===== config.mk =====
export PLATFORM = sky130hd
export DESIGN_NAME = spi_master_bram_client
export DESIGN_NICKNAME = d
export VERILOG_FILES = /design/src/rtl/spi_bram_pkg.sv /design/src/rtl/spi_sclk_gen.sv /design/src/rtl/spi_master_bram_client.sv
export SDC_FILE = /design/constraint.sdc
export NUM_CORES = 1
export LEC_CHECK = 0
export ABC_CLOCK_PERIOD_IN_PS = 1950
export CORE_MARGIN = 3
export CORE_UTILIZATION = 50
export DETAILED_ROUTE_END_ITERATION = 10
export HOLD_SLACK_MARGIN = 0.02
export PLACE_DENSITY_LB_ADDON = 0.05
export SETUP_SLACK_MARGIN = 0.02
export SKIP_LAST_GASP = 1
export SLEW_MARGIN = 5
export SYNTH_ARGS = -nofsm -noshare
export SYNTH_HDL_FRONTEND = slang
export SYNTH_SLANG_ARGS = --single-unit

===== constraint.sdc =====
create_clock -name sys_clk -period 1.95 [get_ports sys_clk]
set_input_delay 0.39 -clock sys_clk [delete_from_list [all_inputs] [get_ports sys_clk]]
set_output_delay 0.39 -clock sys_clk [all_outputs]
set_load 0.01 [all_outputs]

===== src/rtl/spi_bram_pkg.sv =====
// Shared definitions for the SPI <-> BRAM link: command bytes, frame geometry and the
// master FSM state encoding.
package spi_bram_pkg;

  localparam logic [7:0]  CMD_WRITE  = 8'h02;
  localparam logic [7:0]  CMD_READ   = 8'h03;
  localparam int unsigned FRAME_BITS = 32;
  localparam int unsigned ADDR_W     = 13;
  localparam int unsigned DATA_W     = 8;

  typedef enum logic [2:0] {
    StIdle,
    StSetup,
    StShift,
    StHold,
    StGap
  } state_e;

  function automatic int unsigned max3(input int unsigned a, input int unsigned b,
                                       input int unsigned c);
    int unsigned m;
    m = (a > b) ? a : b;
    return (m > c) ? m : c;
  endfunction

endpackage


===== src/rtl/spi_sclk_gen.sv =====
// SPI mode-0 clock generator: CLK_DIV cycles low then CLK_DIV cycles high while enabled,
// with strobes flagging the last cycle of each half-period.
module spi_sclk_gen #(
  parameter int unsigned CLK_DIV = 4
) (
  input  logic clk_i,
  input  logic rst_ni,
  input  logic en_i,
  output logic sclk_o,
  output logic rise_o,
  output logic fall_o,
  output logic sample_o
);

  localparam int unsigned CntW = $clog2(CLK_DIV + 1);

  logic [CntW-1:0] cnt_q, cnt_d;
  logic            sclk_q, sclk_d;
  logic            term;

  assign term = (cnt_q == CntW'(CLK_DIV - 1));

  // Disabling parks the clock low with a fresh half-period, so every frame starts aligned.
  always_comb begin
    cnt_d  = cnt_q;
    sclk_d = sclk_q;
    if (!en_i) begin
      cnt_d  = '0;
      sclk_d = 1'b0;
    end else if (term) begin
      cnt_d  = '0;
      sclk_d = ~sclk_q;
    end else begin
      cnt_d = cnt_q + CntW'(1);
    end
  end

  always_ff @(posedge clk_i or negedge rst_ni) begin
    if (!rst_ni) begin
      cnt_q  <= '0;
      sclk_q <= 1'b0;
    end else begin
      cnt_q  <= cnt_d;
      sclk_q <= sclk_d;
    end
  end

  assign sclk_o   = sclk_q;
  assign rise_o   = en_i & term & ~sclk_q;
  assign fall_o   = en_i & term & sclk_q;
  assign sample_o = fall_o;

endmodule


===== src/rtl/spi_master_bram_client.sv =====
// SPI master issuing one-byte BRAM read/write frames (cmd | addr | data, MSB first, mode 0)
// to a spi_slave_to_bram peer, one request in flight at a time.
module spi_master_bram_client
  import spi_bram_pkg::*;
#(
  parameter int unsigned CLK_DIV  = 4,
  parameter int unsigned CS_SETUP = 2,
  parameter int unsigned CS_HOLD  = 2,
  parameter int unsigned CS_IDLE  = 2
) (
  input  logic              sys_clk,
  input  logic              sys_rst,
  input  logic              req_valid,
  output logic              req_ready,
  input  logic              req_write,
  input  logic [ADDR_W-1:0] req_addr,
  input  logic [DATA_W-1:0] req_wdata,
  output logic              rsp_valid,
  output logic [DATA_W-1:0] rsp_rdata,
  output logic              busy,
  output logic              sclk_out,
  output logic              mosi_out,
  output logic              cs_out,
  input  logic              miso_in
);

  localparam int unsigned PhaseW = $clog2(max3(CS_SETUP, CS_HOLD, CS_IDLE) + 1);
  localparam int unsigned BitW   = $clog2(FRAME_BITS);

  state_e                  state_q, state_d;
  logic [PhaseW-1:0]       phase_q, phase_d;
  logic [BitW-1:0]         bit_q, bit_d;
  logic                    last_q, last_d;
  logic                    write_q, write_d;
  logic [FRAME_BITS-1:0]   frame_q, frame_d;
  logic [DATA_W-1:0]       rx_q, rx_d;
  logic [DATA_W-1:0]       rdata_q, rdata_d;
  logic                    rsp_valid_q, rsp_valid_d;
  logic                    sclk_rise, sclk_fall, sclk_sample;

  spi_sclk_gen #(
    .CLK_DIV(CLK_DIV)
  ) u_sclk_gen (
    .clk_i   (sys_clk),
    .rst_ni  (sys_rst),
    .en_i    (state_q == StShift),
    .sclk_o  (sclk_out),
    .rise_o  (sclk_rise),
    .fall_o  (sclk_fall),
    .sample_o(sclk_sample)
  );

  always_comb begin
    state_d     = state_q;
    phase_d     = phase_q;
    bit_d       = bit_q;
    last_d      = last_q;
    write_d     = write_q;
    frame_d     = frame_q;
    rx_d        = rx_q;
    rdata_d     = rdata_q;
    rsp_valid_d = 1'b0;
    unique case (state_q)
      StIdle: begin
        if (req_valid) begin
          frame_d = {req_write ? CMD_WRITE : CMD_READ, {(16 - ADDR_W){1'b0}}, req_addr,
                     req_write ? req_wdata : {DATA_W{1'b0}}};
          write_d = req_write;
          bit_d   = '0;
          last_d  = 1'b0;
          phase_d = '0;
          state_d = StSetup;
        end
      end
      StSetup: begin
        phase_d = phase_q + PhaseW'(1);
        if (phase_q == PhaseW'(CS_SETUP - 1)) begin
          phase_d = '0;
          state_d = StShift;
        end
      end
      StShift: begin
        // Only the final DATA_W captured bits survive, which is exactly the data byte.
        if (sclk_sample) rx_d = {rx_q[DATA_W-2:0], miso_in};
        if (sclk_rise) last_d = (bit_q == BitW'(FRAME_BITS - 1));
        if (sclk_fall) begin
          frame_d = {frame_q[FRAME_BITS-2:0], 1'b0};
          if (last_q) state_d = StHold;
          else        bit_d   = bit_q + BitW'(1);
        end
      end
      StHold: begin
        phase_d = phase_q + PhaseW'(1);
        if (phase_q == PhaseW'(CS_HOLD - 1)) begin
          phase_d     = '0;
          state_d     = StGap;
          rsp_valid_d = 1'b1;
          rdata_d     = write_q ? {DATA_W{1'b0}} : rx_q;
        end
      end
      StGap: begin
        phase_d = phase_q + PhaseW'(1);
        if (phase_q == PhaseW'(CS_IDLE - 1)) begin
          phase_d = '0;
          state_d = StIdle;
        end
      end
      default: state_d = StIdle;
    endcase
  end

  always_ff @(posedge sys_clk or negedge sys_rst) begin
    if (!sys_rst) begin
      state_q     <= StIdle;
      phase_q     <= '0;
      bit_q       <= '0;
      last_q      <= 1'b0;
      write_q     <= 1'b0;
      frame_q     <= '0;
      rx_q        <= '0;
      rdata_q     <= '0;
      rsp_valid_q <= 1'b0;
    end else begin
      state_q     <= state_d;
      phase_q     <= phase_d;
      bit_q       <= bit_d;
      last_q      <= last_d;
      write_q     <= write_d;
      frame_q     <= frame_d;
      rx_q        <= rx_d;
      rdata_q     <= rdata_d;
      rsp_valid_q <= rsp_valid_d;
    end
  end

  // Outputs decode straight from state so an async reset releases the bus instantly.
  assign req_ready = (state_q == StIdle);
  assign busy      = ~req_ready;
  assign cs_out    = (state_q == StIdle) || (state_q == StGap);
  assign mosi_out  = ((state_q == StSetup) || (state_q == StShift)) ? frame_q[FRAME_BITS-1]
                                                                     : 1'b0;
  assign rsp_valid = rsp_valid_q;
  assign rsp_rdata = rdata_q;

endmodule


==> flow_metrics.tcl, run 1 <==
set metrics [dict create \
    synth_xor_area_share_pct 1.16 \
    drive_gt1_share_pct 29.3 \
    cp_top_family "simple AND/OR/NAND/NOR gates" \
    drv_cap 0 \
    min_period_ps 1870 \
    syn_nets 282 \
    via_per_inst 5.32 \
    muxShareOfSynthArea_pct 20.1 \
    critPathLaunch "state_q[0]" \
    slowest_delay_ps 480 \
    synth-warning-count 0 \
    wl_met1_um 2850 \
    fin_total_pwr_mw 4.40 \
    cts_setup_buffers 0 \
    dr.pass1.iters 4 \
    nFillCells 465 \
    clock_latency_ps 330 \
    antenna_found_initial 0 \
    core_area_um2 5680 \
    setup_viol 0 \
    synthAdderAreaFrac_pct 1.24 \
    synth_compound_gate_area_share_pct 7.31 \
    grt_max_degree 36 \
    skew_ps 7.65 \
    drtIter0Drc 89 \
    top_layer "met4" \
    track_usage_pct 17.4 \
    initial_core_util_pct 53.4 \
    ff2ff_path_depth 5 \
    clockRootBuffer "clkbuf_8" \
    arrival_ps 1480 \
    rows 27 \
    wl_per_cell_um 14.8 \
    required_ps 1560 \
    syn-cell-area_um2 3030 \
    ys_types 41 \
    drc 0 \
    clock-sinks 65 \
    vias 2037 \
    htree_levels 3 \
    rsz0062_at_grt "no" \
    final_cell_mix "65 x dfrtp_1, 54 x mux2_2, 34 x clkdlybuf4s50_1" \
    cts_tree "yes" \
    fin_tns_setup_ps 0 \
    clock.fmax_ghz 0.535 \
    synthTopCellsByArea "dfrtp_1 54%, mux2_2 20%, o21ai_0 3.0%, nor2b_1 2.3%, nand2_1 2.1%" \
    clk_pin_slew_ps 70 \
    num_io_pins 40 \
    avgSynthCellArea_um2 12.0 \
    crit_path_end_kind "output pin" \
    final_common_cell "dfrtp_1" \
    syn_inst 253 \
    synth_top_area_cell "dfrtp_1" \
    grt_pass1_wl_um 9750 \
    ys_seq_elements 65 \
    dieArea_um2 7030 \
    path_class "register to output pin" \
    r2r_end "rx_q[0]" \
    layout_setup_ws_ps 81.9 \
    status "completed" \
    slew_viol_final 0 \
    syn_to_final_growth_pct 23.8 \
    crit_chain "or3_2 -> dlygate4sd2_1" \
    die_w_um 83.8 \
    cp.depth 2 \
    yosysTopAreaCellShare_pct 53.7 \
    vdd_ir_drop_max_mv 0.704 \
    relSlewSlack_pct 69.7 \
    cp_slowest_cell "or3_2" \
    worst_setup_path_start_kind "register" \
    n_antenna_cell 0 \
    final_antenna_net_count 0 \
    hold_viol 0 \
    ys_seq_area_share_pct 53.7 \
    nets 336 \
    reg2reg_slack_ps 190 \
    worstSetupEndpoint "busy" \
    wl_met3_um 238 \
    clock_path_buffers 2 \
    fin_crit_sh_pct 95.8 \
    cp_max_fo 2 \
    place_ws_ps -20.9 \
    wl_met2_um 2500 \
    overflow 0 \
    cts_buffers 9 \
    routabilityCongestion 0.792 \
    totalWireLength_um 5660 \
    io_buffers 39 \
    max_slew.worst_pin.slew_ps 455 \
    cp_num_buf_inv 1 \
    hp-class "primary input to async pin" \
    p_per_area_nw_per_um2 1170 \
    grt_pass1_vias 2019 \
    place_hpwl_um 3800 \
    worstReg2RegStart "state_q[0]" \
    synth_top_family_by_area "multiplexers" \
    die_h_um 83.8 \
    synthSimpleGateAreaFrac_pct 12.5 \
    leakage_nw 1.68 \
]
-- worst reg2reg max path: stages (launching register included) --
cell,delay (ps)
dfrtp_1,370
buf_4,170
or3b_1,450
nor2_2,180
buf_12,140
mux2_2,330
-- final cells by class --
| cell class | count | area (um^2) | area share (%) |
|---|---|---|---|
| Sequential cell | 65 | 1630 | 43.4 |
| Clock inverter | 3 | 17.5 | 0.467 |
| Multi-Input combinational cell | 161 | 1280 | 34.2 |
| Tap cell | 72 | 90.1 | 2.40 |
| Inverter | 13 | 48.8 | 1.30 |
| Timing Repair Buffer | 57 | 541 | 14.4 |
| Clock buffer | 12 | 145 | 3.87 |
-- what timing repair did --
action	CTS	global route
endpoints found under the setup margin	4	2
gates cloned	0	0
hold buffers	1	0
hold endpoints to repair	1	0
resized for setup	5	3
-- flip-flops by register name, indices dropped and copies added (netlist names), 2 cells and up --
register          flops
bit_q                 5
rx_q                  8
frame_q              32
u_sclk_gen.cnt_q      3
rsp_rdata             8
state_q               3
phase_q               2
-- synth_stat cells (all sizes together) --
| cell | n |
|---|---|
| ha | 3 |
| nand3b | 3 |
| o211ai | 1 |
| or3b | 1 |
| and3b | 1 |
| nor2 | 5 |
| dfrtp | 65 |
| or4b | 1 |
| nand2b | 3 |
| a21boi | 1 |
| a2bb2oi | 1 |
| nor2b | 11 |
| nand4b | 1 |
| o21ai | 18 |
| a22o | 3 |
| o31ai | 1 |
| inv | 13 |
| a32o | 1 |
| a31o | 1 |
| a311oi | 1 |
| xnor2 | 2 |
| o221ai | 1 |
| a21oi | 3 |
| a211oi | 1 |
| and2 | 1 |
| nor3b | 4 |
| nand2 | 17 |
| xor2 | 2 |
| nor3 | 5 |
| and3 | 1 |
| or3 | 1 |
| and4b | 1 |
| buf | 7 |
| clkbuf | 7 |
| o21bai | 1 |
| mux2 | 54 |
| o21a | 1 |
| nand4 | 9 |
-- power breakdown --
group	switching, mW	internal (mW)
registers	0.173	1.65
logic	0.757	0.847
clock network	0.493	0.486
total	1.42	2.98
-- layer usage --
metal | GRT usage [%] | vias up
li1 | - | 1004
met1 | 24.8 | 985
met2 | 24.7 | 39
met5 | 0 | -
met4 | 5.70 | 0
met3 | 6.42 | 9
-- stage by stage --
| stage | area, um^2 | utilization [%] | instances | hold WS, ps |
|---|---|---|---|---|
| 2_1_floorplan | 3030 | - | 253 | 94.4 |
| 3_3_place_gp | 3580 | 63.1 | 367 | 183 |
| 3_5_place_dp | 3580 | 63.1 | 367 | 182 |
| 4_1_cts | 3750 | 66.1 | 383 | 360 |
| 5_1_grt | 3750 | 66.1 | 383 | 355 |
| 6_report | 3750 | 66.1 | 383 | 367 |
-- worst min-delay path by stage --
| stage | from | to | slack (ps) | depth (start not counted) |
|---|---|---|---|---|
| 6_report | sys_rst | rsp_valid | 370 | 2 |
| 2_1_floorplan | sys_rst | bit_q[0] | 90 | 0 |
| 4_1_cts | sys_rst | rsp_valid | 360 | 2 |
| 3_3_place_gp | sys_rst | rsp_valid | 180 | 1 |
| 3_5_place_dp | sys_rst | rsp_valid | 180 | 1 |
| 5_1_grt | sys_rst | rsp_valid | 350 | 2 |
-- cell families (layout without fill, tap and decap cells) --
logic type	count (synthesis)	count (layout)
xor gates and xnor gates	4	4
adders and majority gates	3	3
buffers and inverters	27	85
AOI/OAI and AO/OA	35	35
muxes	54	54
and+or+nand+nor	65	65
DFF	65	65
Note: power is estimated with default switching activity, not from simulation.
==> inputs of run 2 (changes only) <==
--- a/config.mk
+++ b/config.mk
@@ -8,6 +8,7 @@
 export ABC_CLOCK_PERIOD_IN_PS = 1950
 export CORE_MARGIN = 3
 export CORE_UTILIZATION = 50
+export CTS_BUF_LIST = sky130_fd_sc_hd__clkbuf_16
 export DETAILED_ROUTE_END_ITERATION = 10
 export HOLD_SLACK_MARGIN = 0.02
 export PLACE_DENSITY_LB_ADDON = 0.05
==> run 2 against run 1 <==
Compared with the run above: flip-flop and latch count stayed put; combinational power hardly changed; largest power group unchanged; clock power is 40% higher.
==> flow_metrics.tcl, run 2 (synthesis gave the netlist of run 1 again) <==
set metrics [dict create \
    drtIter0Drc 103 \
    leakage_nw 1.73 \
    cts_buffers 9 \
    layout_setup_ws_ps 102 \
    drv_cap 0 \
    rsz0062_at_grt "no" \
    slew_viol_final 0 \
    cp_max_fo 2 \
    clock_latency_ps 320 \
    antenna_found_initial 0 \
    grt_max_degree 36 \
    min_period_ps 1850 \
    vias 2059 \
    place_ws_ps -20.9 \
    clock.fmax_ghz 0.541 \
    seqPwrFrac_pct 38.0 \
    drive_gt1_share_pct 28.9 \
    max_slew.worst_pin.slew_ps 448 \
    grtUsageMet2_pct 25.4 \
    fin_cells 383 \
    final_cell_mix "65 x dfrtp_1, 54 x mux2_2, 34 x clkdlybuf4s50_1" \
    syn_to_final_growth_pct 26.8 \
    track_usage_pct 17.2 \
    cts_tree "yes" \
    clk_pin_slew_ps 50 \
    htree_levels 3 \
    relSlewSlack_pct 70.1 \
    use_met1_pct 23.6 \
    final_common_cell "dfrtp_1" \
    crit_path_end_kind "output pin" \
    final_cell_area_um2 3840 \
    num_io_pins 40 \
    gr-usage-met3_pct 5.23 \
    status "completed" \
    clock-sinks 65 \
    placed_cells 367 \
    setup_viol 0 \
    n_antenna_cell 0 \
    die_h_um 83.8 \
    path_class "register to output pin" \
    p_int_mw 3.33 \
    busiest_layer "met2" \
    hp-class "primary input to async pin" \
    io_buffers 39 \
    final_antenna_net_count 0 \
    dr.pass1.iters 5 \
    vdd_ir_drop_max_mv 0.765 \
    fin_crit_sh_pct 94.8 \
    drc 0 \
    hold_viol 0 \
    required_ps 1560 \
    place_hpwl_um 3800 \
    via_per_inst 5.38 \
    largest_register_ffs 32 \
    wl_per_cell_um 14.7 \
    cts_setup_buffers 0 \
    combPwrFrac_pct 33.4 \
    switching_power_mw 1.46 \
    grt_pass1_vias 2056 \
    overflow 0 \
    largest-register "frame_q" \
    place_area_um2 3580 \
    p_per_area_nw_per_um2 1250 \
    power.clock.fraction_pct 28.6 \
    grt_pass1_wl_um 9700 \
    skew_ps 5.37 \
    arrival_ps 1460 \
    nets 336 \
    clock_path_buffers 2 \
    die_w_um 83.8 \
    routabilityCongestion 0.792 \
    dieArea_um2 7030 \
    clockRootBuffer "clkbuf_16" \
    switching_share_pct 30.6 \
    worst_setup_path_start_kind "register" \
    core_area_um2 5680 \
    utilization_pct 67.7 \
    initial_core_util_pct 53.4 \
    totalWireLength_um 5630 \
    rows 27 \
]
==> run 2: changes by cell type in the layout (fill, tap and decap cells not counted) <==
cell             delta
clkbuf_8           -10
clkbuf_16           +9
clkbuf_1            -2
inv_1               +2
clkdlybuf4s15_1     -1
clkinv_1            +1
dlygate4sd2_1       +1
==> run 2: final timing paths <==
check                                         start                  end  slack [ps]  depth (start not counted)
min in group sys_clk            u_sclk_gen.cnt_q[0]  u_sclk_gen.cnt_q[0]         440                          1
worst min register to register  u_sclk_gen.cnt_q[0]  u_sclk_gen.cnt_q[0]         440                          1
worst max register to register           state_q[0]              rx_q[0]         190                          5
worst min-delay path                        sys_rst            rsp_valid         390                          2
max in group asynchronous                   sys_rst          frame_q[11]         950                          3
worst max-delay path                     state_q[0]                 busy         100                          2
==> run 2: what timing repair did <==
item | in CTS | in global routing
endpoints found under the hold margin | 1 | 0
gates resized for setup | 5 | 2
hold buffers | 1 | 0
pin swaps | 0 | 0
setup endpoints to repair | 4 | 1
==> run 2: stage by stage <==
| stage | hold WS (ps) | TNS (ps) | total power, mW |
|---|---|---|---|
| floorplan | 94.4 | 0 | 2.95 |
| global placement | 183 | 0 | 3.45 |
| detailed placement | 182 | -225 | 3.49 |
| CTS | 379 | 0 | 4.86 |
| global route | 385 | 0 | 5.11 |
| finish | 386 | 0 | 4.79 |
==> run 2: critical path, cell delays in order (launching register included) <==
cell and delay [ps]:
dfrtp_1 360, or3_2 480, dlygate4sd2_1 300
==> run 2: metal layers <==
metal | up-vias | wire length, um | part of all wire (%)
met1 | 1000 | 2770 | 49
met2 | 43 | 2510 | 45
met5 | - | 0 | 0
met4 | 0 | 110 | 2.0
li1 | 1005 | - | -
met3 | 11 | 240 | 4.3
==> run 2: cell type report <==
class	instances	area, um^2
fill	449	1830
inverter	13	48.8
clock inverter	6	28.8
timing repair buffer	57	539
multi-input combinational	161	1280
tap	72	90.1
clock buffer	9	225
sequential	65	1630
==> run 2: power groups by stage <==
stage                     Sequential (mW)  Clock, mW  Combinational [mW]
after CTS                            1.83       1.42                1.62
after global routing                 1.86       1.46                1.78
after global placement               1.84          0                1.62
after detailed placement             1.85          0                1.64
final                                1.82       1.37                1.60
after floorplan                      1.80          0                1.15
==> inputs of run 3 (changes only) <==
--- a/config.mk
+++ b/config.mk
@@ -6,10 +6,12 @@
 export NUM_CORES = 1
 export LEC_CHECK = 0
 export ABC_CLOCK_PERIOD_IN_PS = 1950
+export CORE_ASPECT_RATIO = 0.8
 export CORE_MARGIN = 3
 export CORE_UTILIZATION = 50
 export CTS_BUF_LIST = sky130_fd_sc_hd__clkbuf_16
 export DETAILED_ROUTE_END_ITERATION = 10
+export GPL_TIMING_DRIVEN = 0
 export HOLD_SLACK_MARGIN = 0.02
 export PLACE_DENSITY_LB_ADDON = 0.05
 export SETUP_SLACK_MARGIN = 0.02
==> run 3 against run 2 <==
Compared with the run above: routed wire length fell by 0.55%; sequential power about the same; largest power group unchanged; critical path depth grew 2; clock skew is 0.83 ps higher; final area shrank 0.91%; critical endpoint is now req_ready; maximum frequency decreased by 1.7%; non-clock buffer count shrank 7; worst setup slack lost 32 ps; register-to-register slack got worse by 20 ps.
==> flow_metrics.tcl, run 3 (synthesis gave the netlist of run 1 again) <==
set metrics [dict create \
    status "completed" \
    placed_cells 369 \
    place_area_um2 3500 \
    dieArea_um2 7030 \
    syn_to_final_growth_pct 25.7 \
    die_h_um 75.6 \
    clock_path_buffers 2 \
    clock-sinks 65 \
    dr.pass1.iters 6 \
    final_cell_area_um2 3810 \
    max_slew.worst_pin.slew_ps 810 \
    clock.fmax_ghz 0.532 \
    initial_core_util_pct 53.7 \
    hold_viol 0 \
    skew_ps 6.20 \
    fin_tns_setup_ps 0 \
    core_area_um2 5650 \
    min_period_ps 1880 \
    required_ps 1560 \
    path_class "register to output pin" \
    drive_gt1_share_pct 26.9 \
    cts_buffers 9 \
    leakage_nw 1.68 \
    fin_crit_sh_pct 96.4 \
    clock_latency_ps 320 \
    largest_register_ffs 32 \
    nFillCells 465 \
    grt_pass1_wl_um 9590 \
    worst_setup_path_start_kind "register" \
    totalWireLength_um 5600 \
    clockRootBuffer "clkbuf_16" \
    vdd_ir_drop_max_mv 0.668 \
    final_common_cell "dfrtp_1" \
    drc 0 \
    cp_max_fo 10 \
    rsz0062_at_grt "no" \
    relSlewSlack_pct 46.0 \
    n_antenna_cell 0 \
    wl_per_cell_um 14.6 \
    setup_viol 0 \
    grt_pass1_vias 2061 \
    hp-class "primary input to async pin" \
    htree_levels 3 \
    drtIter0Drc 82 \
    num_io_pins 40 \
    final_antenna_net_count 0 \
    rows 24 \
    fin_cells 383 \
    die_w_um 93.0 \
    arrival_ps 1490 \
    track_usage_pct 17.6 \
    slew_viol_final 0 \
    overflow 0 \
    regArea_um2 1630 \
    final_cell_mix "64 x dfrtp_1, 54 x mux2_2, 33 x clkdlybuf4s50_1" \
    nets 329 \
    cts_setup_buffers 0 \
    routabilityCongestion 0.758 \
    largest-register "frame_q" \
    via_per_inst 5.26 \
    hold_slack_ps 161 \
    crit_path_end_kind "output pin" \
    clk_pin_slew_ps 50 \
    vias 2016 \
    grt_max_degree 66 \
    antenna_found_initial 0 \
    cts_tree "yes" \
    place_hpwl_um 3780 \
    drv_cap 0 \
    io_buffers 38 \
    p_per_area_nw_per_um2 1290 \
    multi_input_area_um2 1300 \
]
-- run 3: cell types whose count changed in the layout (fill, tap and decap cells not counted), moves of 2 or more --
cell,delta
buf_4,-14
clkinv_1,+2
buf_12,-2
dlygate4sd2_1,-2
buf_6,+2
clkbuf_4,+2
clkbuf_1,+7
-- run 3: per-layer routing --
metal | vias up | GRT usage (%) | share of wire, %
li1 | 993 | - | -
met1 | 980 | 23.7 | 49
met2 | 37 | 26.5 | 46
met3 | 6 | 5.73 | 4.0
met4 | 0 | 7.64 | 0.95
met5 | - | 0 | 0
-- run 3: timing repair --
item,CTS,global route
resized for setup,13,10
hold buffers,0,0
setup endpoints to repair,24,39
-- run 3: stage by stage --
stage	util, %	total power, mW	setup slack (ps)
floorplan	-	2.95	195
global placement	62.1	3.37	-1760
detailed placement	62.1	3.41	-519
CTS	67.1	4.93	-8.78
global route	67.4	5.21	20.7
finish	67.4	4.91	69.8
-- run 3: critical path, cell delays in order, from the launching register on --
cell and delay (ps):
dfrtp_1 370, buf_6 140, or3_4 390, inv_2 60
clkdlybuf4s15_2 210
-- run 3: worst paths after layout --
check                      slack, ps                 from  cells after the start                  end
setup / recovery                  70           state_q[0]                      4            req_ready
hold / removal                   160              sys_rst                      1  u_sclk_gen.cnt_q[1]
setup reg to reg                 170  u_sclk_gen.cnt_q[0]                      5           frame_q[1]
hold reg to reg                  440  u_sclk_gen.cnt_q[0]                      1  u_sclk_gen.cnt_q[0]
max in group asynchronous       1200              sys_rst                      1           state_q[1]
min in group sys_clk             440  u_sclk_gen.cnt_q[0]                      1  u_sclk_gen.cnt_q[0]
-- run 3: power breakdown --
| part | internal (mW) | switching, mW | leakage, nW |
|---|---|---|---|
| Clock | 0.963 | 0.535 | 0.144 |
| Sequential | 1.65 | 0.202 | 0.860 |
| Combinational | 0.806 | 0.752 | 0.676 |
| Total | 3.42 | 1.49 | 1.68 |
-- run 3: layout make-up --
type                    count  share of cell area (%)
flip-flops and latches     65                    42.8
clock inverters             7                    1.41
well taps                  78                    2.56
multi-input cells         161                    34.2
plain buffers              12                    2.07
clock buffers               9                    5.92
inverters                  13                    1.28
repair buffers             38                    9.80
==> patch (flow settings as in run 2) <==
`ADDR_W`: 13 -> 11.
--- a/src/rtl/spi_bram_pkg.sv
+++ b/src/rtl/spi_bram_pkg.sv
@@ -5,7 +5,7 @@
   localparam logic [7:0]  CMD_WRITE  = 8'h02;
   localparam logic [7:0]  CMD_READ   = 8'h03;
   localparam int unsigned FRAME_BITS = 32;
-  localparam int unsigned ADDR_W     = 13;
+  localparam int unsigned ADDR_W     = 11;
   localparam int unsigned DATA_W     = 8;
 
   typedef enum logic [2:0] {
Ports: changed (resized req_addr); port bits go from 40 to 38. No check against the original RTL was run, so the function may have changed too.
==> patch against run 2 <==
Sequential cell count stayed put; critical endpoint is now req_ready; sequential share of layout area is 0.56 points lower; critical path depth is 1 higher; core utilization is 0.61 points higher; critical path type unchanged; hold slack worse by 0.31 ns; worst setup slack better by 0.016 ns; routed wire length is 1.4% higher; synthesized area is 0.37% higher; design area is 1.5% higher.
Power is not compared: it rests on default switching activity, and its combinational part moved more than twofold at a synthesized area within 25%.
==> patch: results (changes against run 2) <==
clock power share=51.0%; register area share after synthesis=53.50% (-0.20 points); worst-path maximum fanout=4 (+2); Slew Limit Fails=0 (unchanged); initial antenna violation count=0 (unchanged); nets=335 (-0.30%); Post-CTS Setup Bufs=3 (+3); Synth top cells by count=65 x dfrtp_1, 50 x mux2_2, 30 x nand2_1, 15 x inv_1, 12 x mux2i_1; IO buf count=37 (-5.1%); Arr. time, crit path=1.44 ns (-0.02 ns); met3 Use GR=6.811% (+1.6 points); Fillers=439 (-2.2%); Yosys cell types=42 (+2.4%); ANT cells=0 (unchanged); leakage power=1.762 nW; Final Hold Violating Endpoints=0 (unchanged); sequential group share of total power=45.3%; Place WS=0.07130 ns (+0.09216 ns); number of global-route vias before repair=2,035 (-1.0%); final wirelength=5708 µm (+1.4%); first-pass GRT wire length=9894 µm (+2.0%); DR pass1 iterations=4 (-1); post_cts resized=5 (unchanged); Most flops, register=frame_q; GR Util met2=26.46% (+1.1 points); Global Route met1 Usage=23.72% (+0.079 points); Hold Crit Class=input port to async pin; Total GRT Usage=17.83% (+0.67 points); Gate Count Post-Synth=256 (+1.2%); via density per instance=5.226 (-2.8%); Max Buffers Root-to-Sink=2 (unchanged); status=complete, no violations; Mapped Nets=283 (+0.35%); Worst Max-Slew Pin Slew=0.3967 ns (-0.05124 ns); Max VDD drop=684.7 µV; share of layout cells above drive strength 1=28.75% (-0.18 points); Worst-path clk slew=0.05 ns (about the same); max FFs per register=32 (unchanged); pin count of the biggest net entering global routing=66 (+83%); Placed Cells=366 (-0.27%); R2R cell count=5 (unchanged); Multi-input gate area=1297 µm² (+1.2%); DRT iter0 DRCs=57 (-45%); Synth async-reset ratio=100.0% (unchanged); PD cells=779.2 nW/µm²; dpl hpwl=3615 µm (-5.0%); GPL Wtd Cong=0.7553 (-4.6%); H-tree lvl count=3 (unchanged); clk root buf=clkbuf_16; clk_skew=0.004644 ns (-0.0007271 ns); Synth area leaders=dfrtp_1 53%, mux2_2 19%, mux2i_1 4.0%, nand2_1 3.7%, inv_1 1.9%; Ys Warns=0 (unchanged); cts bufs inserted=9 (unchanged); Cell Area, Placed=3583 µm² (unchanged); Post-Layout Cell Count=385 (+0.52%)
## patch: changes by cell type after synthesis, sizes merged, moves of 3 or more
cell,delta
mux2i,+12
nand2,+13
buf,+3
nand4,-9
clkbuf,-3
o21ai,-10
mux2,-4
nor2b,-3
## patch: final timing paths
| path | startpoint | end | slack (ns) |
|---|---|---|---|
| hold / removal | sys_rst | bit_q[1]$_DFFE_PN0P_ | 0.08 |
| setup / recovery | state_q[1]$_DFFE_PN0P_ | req_ready | 0.12 |
| max in group asynchronous | sys_rst | frame_q[13]$_DFFE_PN0P_ | 1.60 |
| setup reg to reg | state_q[0]$_DFFE_PN0P_ | rx_q[7]$_DFFE_PN0P_ | 0.13 |
| min in group sys_clk | u_sclk_gen.cnt_q[0]$_DFF_PN0_ | u_sclk_gen.cnt_q[0]$_DFF_PN0_ | 0.44 |
| hold reg to reg | u_sclk_gen.cnt_q[0]$_DFF_PN0_ | u_sclk_gen.cnt_q[0]$_DFF_PN0_ | 0.44 |
## patch: layout make-up
class / instances / area share, %
Timing Repair Buffer: 55 / 13.80
Clock inverter: 7 / 1.605
Clock buffer: 9 / 5.777
Tap cell: 72 / 2.311
Sequential cell: 65 / 41.78
Multi-Input combinational cell: 162 / 33.28
Inverter: 15 / 1.444
## patch: worst max-delay path, cell delays in order (launching register included)
cell and delay [ns]:
dfrtp_2 0.42, or3_1 0.36, inv_1 0.08, dlygate4sd2_1 0.26
## patch: layer usage
metal | vias to the layer above | part of all wire (%)
met2 | 41 | 46
met4 | 0 | 1.9
li1 | 988 | -
met3 | 12 | 4.1
met5 | - | 0
met1 | 971 | 48
## patch: kinds of logic after synthesis
kind of cell / share of synthesized area, %
simple gates: 12.06
buf+inv: 4.156
fa+ha+maj: 1.235
compound gates: 5.433
flops: 53.50
xor+xnor: 1.152
mux: 22.47
